$ cat config.mk
export PLATFORM = sky130hd
export DESIGN_NAME = eq_gain_mixer
export DESIGN_NICKNAME = d
export VERILOG_FILES = /design/src/rtl/eq_gain_pkg.sv /design/src/rtl/eq_gain_bank.sv /design/src/rtl/eq_gain_mixer.sv
export SDC_FILE = /design/constraint.sdc
export NUM_CORES = 2
export LEC_CHECK = 0
export CAP_MARGIN = 20
export CORE_AREA = 2 2 532 534
export CTS_CLUSTER_DIAMETER = 100
export CTS_CLUSTER_SIZE = 25
export DETAILED_ROUTE_END_ITERATION = 8
export DIE_AREA = 0 0 534 536
export HOLD_SLACK_MARGIN = 0.1
export PLACE_DENSITY_LB_ADDON = 0.2
export REMOVE_ABC_BUFFERS = 1
export SLEW_MARGIN = 20
export SYNTH_ARGS = -nofsm -noshare
export SYNTH_HDL_FRONTEND = slang
export SYNTH_SLANG_ARGS = --single-unit
$ cat constraint.sdc
create_clock -name clk -period 10.15 [get_ports clk]
set_input_delay 2.03 -clock clk [delete_from_list [all_inputs] [get_ports clk]]
set_output_delay 2.03 -clock clk [all_outputs]
set_load 0.05 [all_outputs]
$ cat src/rtl/eq_gain_pkg.sv
// Shared types and width helpers for the equalizer gain mixer.
package eq_gain_pkg;

    typedef enum logic [2:0] {
        IDLE,
        MAC,
        DRAIN,
        SCALE,
        DONE
    } state_t;

    localparam int unsigned SAT_MAX_W = 128;

    function automatic int unsigned prod_w(input int unsigned in_w, input int unsigned gain_w);
        return in_w + gain_w;
    endfunction

    // Guard bits cover the worst-case sum of NUM_BANDS full-scale products.
    function automatic int unsigned acc_w(input int unsigned in_w, input int unsigned gain_w,
                                          input int unsigned num_bands);
        return in_w + gain_w + $clog2(num_bands);
    endfunction

    function automatic logic signed [SAT_MAX_W-1:0] saturate(input logic signed [SAT_MAX_W-1:0] v,
                                                             input int unsigned out_w);
        logic signed [SAT_MAX_W-1:0] hi;
        logic signed [SAT_MAX_W-1:0] lo;
        hi = (SAT_MAX_W'(1) <<< (out_w - 1)) - SAT_MAX_W'(1);
        lo = ~hi;
        if (v > hi) return hi;
        if (v < lo) return lo;
        return v;
    endfunction

endpackage

$ cat src/rtl/eq_gain_bank.sv
// Double-buffered gain storage: shadow bank written any cycle, active bank
// refreshed from shadow only at sample capture when a commit is pending.
module eq_gain_bank
    import eq_gain_pkg::*;
#(
    parameter int unsigned NUM_BANDS    = 4,
    parameter int unsigned NUM_CHANNELS = 2,
    parameter int unsigned GAIN_W       = 16,
    parameter int unsigned CH_W         = 1,
    parameter int unsigned BAND_W       = 2
) (
    input  logic              clk,
    input  logic              reset_n,
    input  logic              gain_wr,
    input  logic [CH_W-1:0]   gain_wr_ch,
    input  logic [BAND_W-1:0] gain_wr_band,
    input  logic [GAIN_W-1:0] gain_wr_data,
    input  logic              gain_commit,
    input  logic              capture,
    input  logic [CH_W-1:0]   rd_ch,
    input  logic [BAND_W-1:0] rd_band,
    output logic [GAIN_W-1:0] rd_gain
);

    logic [GAIN_W-1:0] shadow_q [NUM_CHANNELS][NUM_BANDS];
    logic [GAIN_W-1:0] shadow_d [NUM_CHANNELS][NUM_BANDS];
    logic [GAIN_W-1:0] active_q [NUM_CHANNELS][NUM_BANDS];
    logic              commit_pending;

    // Same-cycle write is folded in before any copy so a simultaneous commit includes it.
    always_comb begin
        shadow_d = shadow_q;
        if (gain_wr && (32'(gain_wr_ch) < NUM_CHANNELS) && (32'(gain_wr_band) < NUM_BANDS))
            shadow_d[gain_wr_ch][gain_wr_band] = gain_wr_data;
    end

    always_ff @(posedge clk or negedge reset_n) begin
        if (!reset_n) begin
            shadow_q       <= '{default: '0};
            active_q       <= '{default: '0};
            commit_pending <= 1'b0;
        end else begin
            shadow_q <= shadow_d;
            if (capture && (commit_pending || gain_commit))
                active_q <= shadow_d;
            if (capture)
                commit_pending <= 1'b0;
            else if (gain_commit)
                commit_pending <= 1'b1;
        end
    end

    assign rd_gain = active_q[rd_ch][rd_band];

endmodule

$ cat src/rtl/eq_gain_mixer.sv
// Per-channel weighted band sum, output scaling and OUT_W delivery.
// Build option: EQ_GAIN_MIXER_SATURATE_EN selects clamping (with clip flag) instead of wrap.
module eq_gain_mixer
    import eq_gain_pkg::*;
#(
    parameter int unsigned NUM_BANDS    = 4,
    parameter int unsigned NUM_CHANNELS = 2,
    parameter int unsigned IN_W         = 48,
    parameter int unsigned GAIN_W       = 16,
    parameter int unsigned SCALE_W      = 13,
    parameter int unsigned OUT_W        = 24,
    parameter int unsigned OUT_SHIFT    = 36,
    localparam int unsigned CH_W        = (NUM_CHANNELS > 1) ? $clog2(NUM_CHANNELS) : 1,
    localparam int unsigned BAND_W      = $clog2(NUM_BANDS)
) (
    input  logic                                  clk,
    input  logic                                  reset_n,
    input  logic                                  run,
    input  logic                                  in_valid,
    input  logic [NUM_CHANNELS*NUM_BANDS*IN_W-1:0] in_data,
    input  logic [SCALE_W-1:0]                    scale_value,
    input  logic                                  gain_wr,
    input  logic [CH_W-1:0]                       gain_wr_ch,
    input  logic [BAND_W-1:0]                     gain_wr_band,
    input  logic [GAIN_W-1:0]                     gain_wr_data,
    input  logic                                  gain_commit,
    input  logic                                  status_clr,
    output logic                                  busy,
    output logic                                  out_valid,
    output logic [NUM_CHANNELS*OUT_W-1:0]         out_data,
    output logic                                  overrun,
    output logic                                  clip
);

    localparam int unsigned PROD_W = prod_w(IN_W, GAIN_W);
    localparam int unsigned ACC_W  = acc_w(IN_W, GAIN_W, NUM_BANDS);
    localparam int unsigned SC_W   = ACC_W + SCALE_W + 1;

    state_t                                state;
    state_t                                state_d;
    logic [CH_W-1:0]                       ch;
    logic [BAND_W-1:0]                     band;
    logic [NUM_CHANNELS*NUM_BANDS*IN_W-1:0] data_q;
    logic [SCALE_W-1:0]                    scale_q;
    logic signed [PROD_W-1:0]              prod_q;
    logic signed [PROD_W-1:0]              prod_d;
    logic                                  prod_vld;
    logic signed [ACC_W-1:0]               acc;
    logic [OUT_W-1:0]                      res_q [NUM_CHANNELS];
    logic [GAIN_W-1:0]                     gain_rd;
    logic signed [IN_W-1:0]                d_sel;
    logic signed [SC_W-1:0]                scaled;
    logic [OUT_W-1:0]                      y_out;
    logic                                  y_clip;
    logic                                  capture;
    logic                                  last_band;
    logic                                  last_ch;

    eq_gain_bank #(
        .NUM_BANDS   (NUM_BANDS),
        .NUM_CHANNELS(NUM_CHANNELS),
        .GAIN_W      (GAIN_W),
        .CH_W        (CH_W),
        .BAND_W      (BAND_W)
    ) u_bank (
        .clk         (clk),
        .reset_n     (reset_n),
        .gain_wr     (gain_wr),
        .gain_wr_ch  (gain_wr_ch),
        .gain_wr_band(gain_wr_band),
        .gain_wr_data(gain_wr_data),
        .gain_commit (gain_commit),
        .capture     (capture),
        .rd_ch       (ch),
        .rd_band     (band),
        .rd_gain     (gain_rd)
    );

    always_comb begin
        capture   = (state == IDLE) && run && in_valid;
        last_band = (band == BAND_W'(NUM_BANDS - 1));
        last_ch   = (ch == CH_W'(NUM_CHANNELS - 1));
        d_sel     = data_q[(32'(ch) * NUM_BANDS + 32'(band)) * IN_W +: IN_W];
        prod_d    = PROD_W'(d_sel) * PROD_W'($signed(gain_rd));
        scaled    = SC_W'(acc) * SC_W'($signed({1'b0, scale_q}));
    end

`ifdef EQ_GAIN_MIXER_SATURATE_EN
    logic signed [SAT_MAX_W-1:0] y_wide;
    logic signed [SAT_MAX_W-1:0] y_sat;

    always_comb begin
        y_wide = SAT_MAX_W'(scaled >>> OUT_SHIFT);
        y_sat  = saturate(y_wide, OUT_W);
        y_out  = y_sat[OUT_W-1:0];
        y_clip = (y_sat != y_wide);
    end
`else
    always_comb begin
        y_out  = OUT_W'(scaled >>> OUT_SHIFT);
        y_clip = 1'b0;
    end
`endif

    always_ff @(posedge clk or negedge reset_n) begin
        if (!reset_n) state <= IDLE;
        else          state <= state_d;
    end

    always_comb begin
        state_d = state;
        if (!run) begin
            state_d = IDLE;
        end else begin
            case (state)
                IDLE:    if (in_valid) state_d = MAC;
                MAC:     if (last_band) state_d = DRAIN;
                DRAIN:   state_d = SCALE;
                SCALE:   state_d = last_ch ? DONE : MAC;
                DONE:    state_d = IDLE;
                default: state_d = IDLE;
            endcase
        end
    end

    always_comb begin
        busy      = (state != IDLE);
        out_valid = (state == DONE);
    end

    // The last channel's result is bypassed into out_data so all channels appear with out_valid.
    always_ff @(posedge clk or negedge reset_n) begin
        if (!reset_n) begin
            ch       <= '0;
            band     <= '0;
            data_q   <= '0;
            scale_q  <= '0;
            prod_q   <= '0;
            prod_vld <= 1'b0;
            acc      <= '0;
            res_q    <= '{default: '0};
            out_data <= '0;
        end else begin
            prod_vld <= (state == MAC);
            if (state == MAC) begin
                prod_q <= prod_d;
                band   <= band + 1'b1;
            end
            if (prod_vld)
                acc <= acc + ACC_W'(prod_q);
            if (capture) begin
                data_q  <= in_data;
                scale_q <= scale_value;
                ch      <= '0;
                band    <= '0;
                acc     <= '0;
            end
            if ((state == SCALE) && run) begin
                res_q[ch] <= y_out;
                if (!last_ch) begin
                    ch   <= ch + 1'b1;
                    band <= '0;
                    acc  <= '0;
                end else begin
                    for (int unsigned c = 0; c < NUM_CHANNELS; c++)
                        out_data[c*OUT_W +: OUT_W] <= (32'(ch) == c) ? y_out : res_q[c];
                end
            end
        end
    end

    always_ff @(posedge clk or negedge reset_n) begin
        if (!reset_n) begin
            overrun <= 1'b0;
            clip    <= 1'b0;
        end else begin
            if (run && in_valid && (state != IDLE))
                overrun <= 1'b1;
            else if (status_clr)
                overrun <= 1'b0;
            if ((state == SCALE) && run && y_clip)
                clip <= 1'b1;
            else if (status_clr)
                clip <= 1'b0;
        end
    end

endmodule

### Word level (Yosys, flattened, before mapping)

Cells that the tools add are included.

| word-level totals | value |
|---|---|
| logic and storage cells | 106 |
| output and inout bits | 52 |
| flip-flop bits (word level) | 888 |
| input port bits | 423 |

| operators by class | value |
|---|---|
| $mul | 3 |
| shift-type cells | 1 |
| bitwise gates (word level) | 4 |
| add/subtract/negate cells | 4 |
| magnitude comparators | 7 |
| muxes and demuxes | 35 |
| equal/unequal tests | 7 |
| reductions and logical operators | 16 |

Operators with widths:

| operator | count |
|---|---|
| 384-bit by 11-bit variable part select with 48-bit output | 1 |
| 66-bit 2-to-1 mux | 4 |
| 64-bit 2-to-1 mux | 4 |
| 128-bit bitwise mux | 1 |
| 128-bit 2-to-1 mux | 1 |
| 66-bit by 64-bit adder with 66-bit output | 1 |
| 66-bit by 14-bit multiplier with 60-bit output | 1 |
| 64-bit demux with 1-bit select | 1 |
| 48-bit by 16-bit multiplier with 64-bit output | 1 |
| 48-bit bitwise mux | 1 |
| 16-bit 2-to-1 mux | 3 |
| 16-bit binary-select mux with 2-bit select | 1 |
| 16-bit demux with 2-bit select | 1 |
| 24-bit demux with 1-bit select | 1 |
| 24-bit 2-to-1 mux | 1 |
| 3-bit 2-to-1 mux | 4 |
| 3-bit one-hot mux with 4 select lines | 1 |
| 1-bit logical AND | 9 |
| 2-bit 2-to-1 mux | 4 |
| 1-bit 2-to-1 mux | 7 |
| 3-bit by 2-bit equality test with 1-bit output, second input constant | 2 |
| 3-bit greater-or-equal comparator, second input constant | 2 |
| 4-bit by 2-bit multiplier with 6-bit output, second input constant | 1 |
| 3-bit inequality test, second input constant | 2 |
| other kinds (16) | 22 |

### Longest topological paths before layout

| depth | value |
|---|---|
| depth after elaboration | 9 |
| gate-level depth with buffers | 33 |
| depth with buffers taken out | 28 |

### By module

Synthesis repeated with hierarchy kept, for this count alone.

| second synthesis, totals | value |
|---|---|
| cells, all modules | 8070 |
| area total of the unflattened synthesis | 84612.4 um2 |

By module, submodules not included:

| module | instances | area an instance (um2) | seq. area each (um2) | cells an instance |
|---|---|---|---|---|
| eq_gain_mixer | 1 | 73859.6 | 14939.3 | 7460 |
| eq_gain_bank | 1 | 10752.8 | 6431.2 | 610 |

### Worst setup path after synthesis

No wires, ideal clock.

| timing | value |
|---|---|
| kind | reg2reg |
| from | reg band[0] |
| to | reg prod_q[46] |
| data required time | 10025 ps |
| slack | 1796 ps |
| period minus slack after synthesis | 8354 ps |
| cell stages (with the launch flop) | 32 |
| path buffers | 6 |
| data arrival time | 8229 ps |
| setup time | 125 ps |
| cell sequence | dfrtp_1 buf_2 buf_2 buf_2 buf_2 mux4_2 mux2i_1 clkbuf_1 nor2_1 fa_1 inv_1 fa_1 fa_1 inv_1 fa_1 fa_1 inv_1 fa_1 inv_1 ha_1 buf_2 a21o_1 a21o_1 a41o_1 a311o_1 a31oi_2 o21ba_2 o21ai_1 a221oi_2 o21ai_1 xor2_1 mux2_2 |

| between the ends | value |
|---|---|
| word-level cells in the longest chain between the ends | 5 |
| elaborated cells between the ends (all ways) | 8 |
| classes of those cells | 1 x add/sub; 2 x mul; 1 x shift; 3 x mux; 1 x bitwise |

Ends and longest elaborated chain:

| element | line | RTL |
|---|---|---|
| from (decl) | eq_gain_mixer.sv:42 | `logic [BAND_W-1:0] band;` |
| from (signal assigned) | eq_gain_mixer.sv:147 | `band <= band + 1'b1;` |
| parallel branches: the longest is 4 deep, another holds 4-bit by 2-bit multiplier with 6-bit output | - |  |
| 48-bit by 16-bit multiplier with 64-bit output * | eq_gain_mixer.sv:84 | `prod_d = PROD_W'(d_sel) * PROD_W'($signed(gain_rd));` |
| to (signal assigned) | eq_gain_mixer.sv:146 | `prod_q <= prod_d;` |
| to (decl) | eq_gain_mixer.sv:45 | `logic signed [PROD_W-1:0] prod_q;` |

Every way passes the cells marked *. The select of a mux whose other input is x is not followed.
A chain may end at the register's enable or synchronous reset.

### Worst setup path in the final report

| timing | value |
|---|---|
| from | reg ch |
| to | reg prod_q[58] |

| between the ends | value |
|---|---|
| word-level cells in the longest chain between the ends | 8 |
| elaborated cells between the ends (all ways) | 11 |
| classes of those cells | 1 x add/sub; 2 x mul; 1 x shift; 6 x mux; 1 x bitwise |

Ends and longest elaborated chain:

| element | line | RTL |
|---|---|---|
| from (decl) | eq_gain_mixer.sv:41 | `logic [CH_W-1:0] ch;` |
| from (signal assigned) | eq_gain_mixer.sv:161 | `ch <= ch + 1'b1;` |
| parallel branches: the longest is 7 deep, another holds 4-bit by 2-bit multiplier with 6-bit output | - |  |
| 48-bit by 16-bit multiplier with 64-bit output * | eq_gain_mixer.sv:84 |  |

Marked as above.

==> summary.md <==
| Metric | Value |
|---|---|
| Status | complete, no violations |
| Clock latency on the worst-skew pair | 0.76 ns |
| Cell Count, Final, Fillers Out | 12700 |
| TritonCTS clock tree | done |
| Aggregate global routing overflow | 0 |
| Final Hold Viols | 0 |
| Post-synthesis average cell area | 9.57 um^2 |
| Post-layout nets | around 11000 |
| Element type at the critical path start | flip-flop |
| Slowest CP cell | dfrtp_4 |
| Peak Freq | 111 MHz |
| Fraction of synthesized cell area taken by the top area cell type | 29.6% |
| Most repeated cell in the gate-level netlist after synthesis | nand2_1 |
| Maximum number of pins on one net before global-route repair | 185 |
| Reg-to-reg critical path endpoint | prod_q[58]$_DFFE_PN0P_ |
| Clock tree skew after final layout | 0.0809 ns |
| Worst setup startpoint | ch$_DFF_PN0_ |
| Area of the placeable core | 281000 um^2 |
| Cells resized by post-CTS repair | 0 |
| Drt first pass iters | 8 |
| Placed cell count | 12600 |
| Cell repeated most along the worst path | fa_1 |
| Biggest area contributors in the synthesized netlist | fa_1, dfrtp_1, nand2_1, inv_1, ha_1 |
| Total via count in the routed design | about 59000 |
| Seq cells post-synth | 854 |
| Final Wtd Congestion | around 0.85 |
| Final routed wirelength across all metal layers | 239000 um |
| Post-synthesis sequential area ratio | 25.5% |
| Critical path destination | prod_q[58]$_DFFE_PN0P_ |
| Class of the most critical hold timing path | flip-flop to flip-flop |
| Area growth from synthesis to layout | 12.5% |
| Slew at the pin closest to its max-slew limit | 1.19 ns |
| H-Tree Level Count | 2 |
| Number of nets with antenna violations after detailed routing | 0 |
| Post-synthesis cell type with the largest combined area | fa_1 |
| Remaining max-slew budget at the tightest pin | 20.6% |
| Crit path arrival time | 9.65 ns |
| Clock slew seen by the registers of the worst setup and hold paths | 0.10 ns |
| Final min period | just over 9 ns |
| Number of library cell types mapped by synthesis | 82 |
| WP buf/inv | 4 |
| CP Data Required Time | 10.76 ns |
| DIE HEIGHT | 536 um |
| Largest fanout of any net on the critical path | 40 |
| Drt first-iter violations | 3417 |
| Setup repair bufs after CTS | 0 |
| RSZ-0062 raised after global routing | false |
| Fraction of registers with async set/reset | 100% |
| Beginning of the worst register-to-register path | ch$_DFF_PN0_ |
| Synthesis warning total | 0 |
| Maximum capacitance violations | 0 |
| Instance count of the mapped netlist | 8739 |
| Crit-path max cell delay | roughly 0.8 ns |
| Global-route usage over all layers | 16.9% |
| CP endpoint kind | flip-flop |
| Post-synth EDFFs | 0 |
| Effective utilization at floorplan | 29.8% |
| Cell family with the largest share of critical-path delay | adder cells |
| Clock sink count | roughly 850 |
| Die extent in x | 534 um |
| Number of input and output port buffers inserted | 473 |
| Floorplan die area | 286000 um^2 |
| Number of hold buffers added after cts | 0 |
| DR vias/cell | 4.63 |
| Prevailing post-synth register cell | dfrtp_1 |
| Total Negative Setup Slacks | 0 ns |
| Final cycle utilization of the critical path | between 80 and 90% |
| Internal reg-to-reg setup slack | 1.10 ns |
| Cell at the root of the clock tree | clkbuf_16 |
| Residual DRC | 0 |
| Count of cell instances traversed by the critical path | 25 |
| R2R depth | 25 |
| HPWL reported at the end of detailed placement | about 180000 um |
| Wire length of the first global-routing pass | between 300000 and 400000 um |
| Num rows | 195 |
| Clk buf depth | 3 |
| Top-Level Pins | 475 |
| Path type of the worst setup path | flip-flop to flip-flop |
| Number of antenna violations at the first check in global routing | 12 |
| Routed WL per cell | 18.8 um |
| Cell area after synthesis | 83700 um^2 |
| Most instantiated cells after synthesis | nand2_1, inv_1, fa_1 |
| Fraction of final layout cells with drive strength greater than 1 | 8.27% |
| TritonCTS Buffers | 51 |
| Finish-stage setup viols | 0 |
| Max Transition Viols Final | 0 |
| Number of global-route vias before repair | 64900 |
[layout by cell type (no fill, tap or decap), drive strengths merged, types with 115 or more instances in the layout]
cell           instances
mux2                 355
and2                 417
nor2                 302
a21oi                166
fa                  1239
buf                  115
nand2               2221
ha                   332
mux4                 128
xnor2                117
inv                 1347
clkdlybuf4s50        472
dfrtp                854
o21ai                140
[through the flow]
stage / utilization (%) / setup WS, ns / hold WS [ns] / area, um^2
4_1_cts: 33.5 / 1.09 / 0.474 / 94100
2_1_floorplan: - / -12.12 / 0.435 / 81800
5_1_grt: 33.5 / 0.752 / 0.492 / 94200
3_5_place_dp: 32.9 / 1.11 / 0.450 / 92400
6_report: 33.5 / 1.10 / 0.468 / 94200
3_3_place_gp: 32.9 / 1.14 / 0.447 / 92400
[how the worst min path moves through the flow]
stage / end / start / depth (start not counted)
4_1_cts: out_data[13]$_DFFE_PN0P_ / res_q[37]$_DFFE_PN0P_ / 2
3_3_place_gp: out_data[16]$_DFFE_PN0P_ / res_q[40]$_DFFE_PN0P_ / 2
2_1_floorplan: out_data[0]$_DFFE_PN0P_ / res_q[24]$_DFFE_PN0P_ / 2
3_5_place_dp: out_data[13]$_DFFE_PN0P_ / res_q[37]$_DFFE_PN0P_ / 2
6_report: out_data[12]$_DFFE_PN0P_ / res_q[36]$_DFFE_PN0P_ / 2
5_1_grt: out_data[14]$_DFFE_PN0P_ / res_q[38]$_DFFE_PN0P_ / 2
[cell families (layout without fill, tap and decap cells)]
group | after synthesis | in the layout | share of synthesized area, %
AND/OR/NAND/NOR | 3213 | 3213 | 16.4
buffers and inverters | 1803 | 2009 | 8.18
adder cells (fa/ha/maj) | 1571 | 1571 | 34.6
flip-flops | 854 | 854 | 25.5
AO/OA/AOI/OAI | 580 | 580 | 4.47
multiplexers | 546 | 546 | 8.98
XOR/XNOR | 171 | 171 | 1.79
other | 1 | 5 | 0.00448
[sequential cells by signal (all words and copies together) (netlist names)]
| register | count |
|---|---|
| res_q | 24 |
| band | 2 |
| data_q | 384 |
| ch | 1 |
| state | 3 |
| u_bank.shadow_q | 128 |
| overrun | 1 |
| scale_q | 13 |
| u_bank.active_q | 128 |
| acc | 60 |
| prod_vld | 1 |
| u_bank.commit_pending | 1 |
| prod_q | 60 |
| out_data | 48 |
[per-layer routing]
layer / part of all wire [%] / wire (um) / up-vias / track usage, %
met5: 0.043 / 102 / - / 0
met4: 2.0 / 4780 / 14 / 3.53
met3: 3.8 / 9000 / 235 / 1.86
met2: 48 / 115000 / 1106 / 28.7
met1: 46 / 110000 / 30400 / 23.2
li1: - / - / 27000 / -
[cell type report]
cell class	count	area (um^2)
Clock buffer	54	1300
Tap cell	3743	4680
Antenna cell	4	10.0
Clock inverter	30	450
Inverter	1338	5020
Sequential cell	854	21400
Fill cell	28700	187000
Multi-Input combinational cell	6082	55600
Timing Repair Buffer	587	5730
[worst reg2reg max path: stages (launching register included)]
cell and delay [ns]:
dfrtp_4 0.79, buf_4 0.41, mux4_2 0.55, mux2_2 0.64, nand2_1 0.31, fa_1 0.48, fa_1 0.58, fa_1 0.45
fa_1 0.55, inv_1 0.05, fa_1 0.47, inv_1 0.05, fa_1 0.47, inv_1 0.04, ha_1 0.33, a21o_1 0.20
a21o_1 0.16, a21o_1 0.18, o2bb2ai_1 0.23, a211o_1 0.35, a211oi_1 0.79, or3_1 0.24, a31oi_1 0.12, a31oi_1 0.21
xor2_1 0.15, o21ai_0 0.08
Power is left out: the tool's default activity adds up to more than one toggle a clock period on the data nets, which glitch-free logic cannot reach.
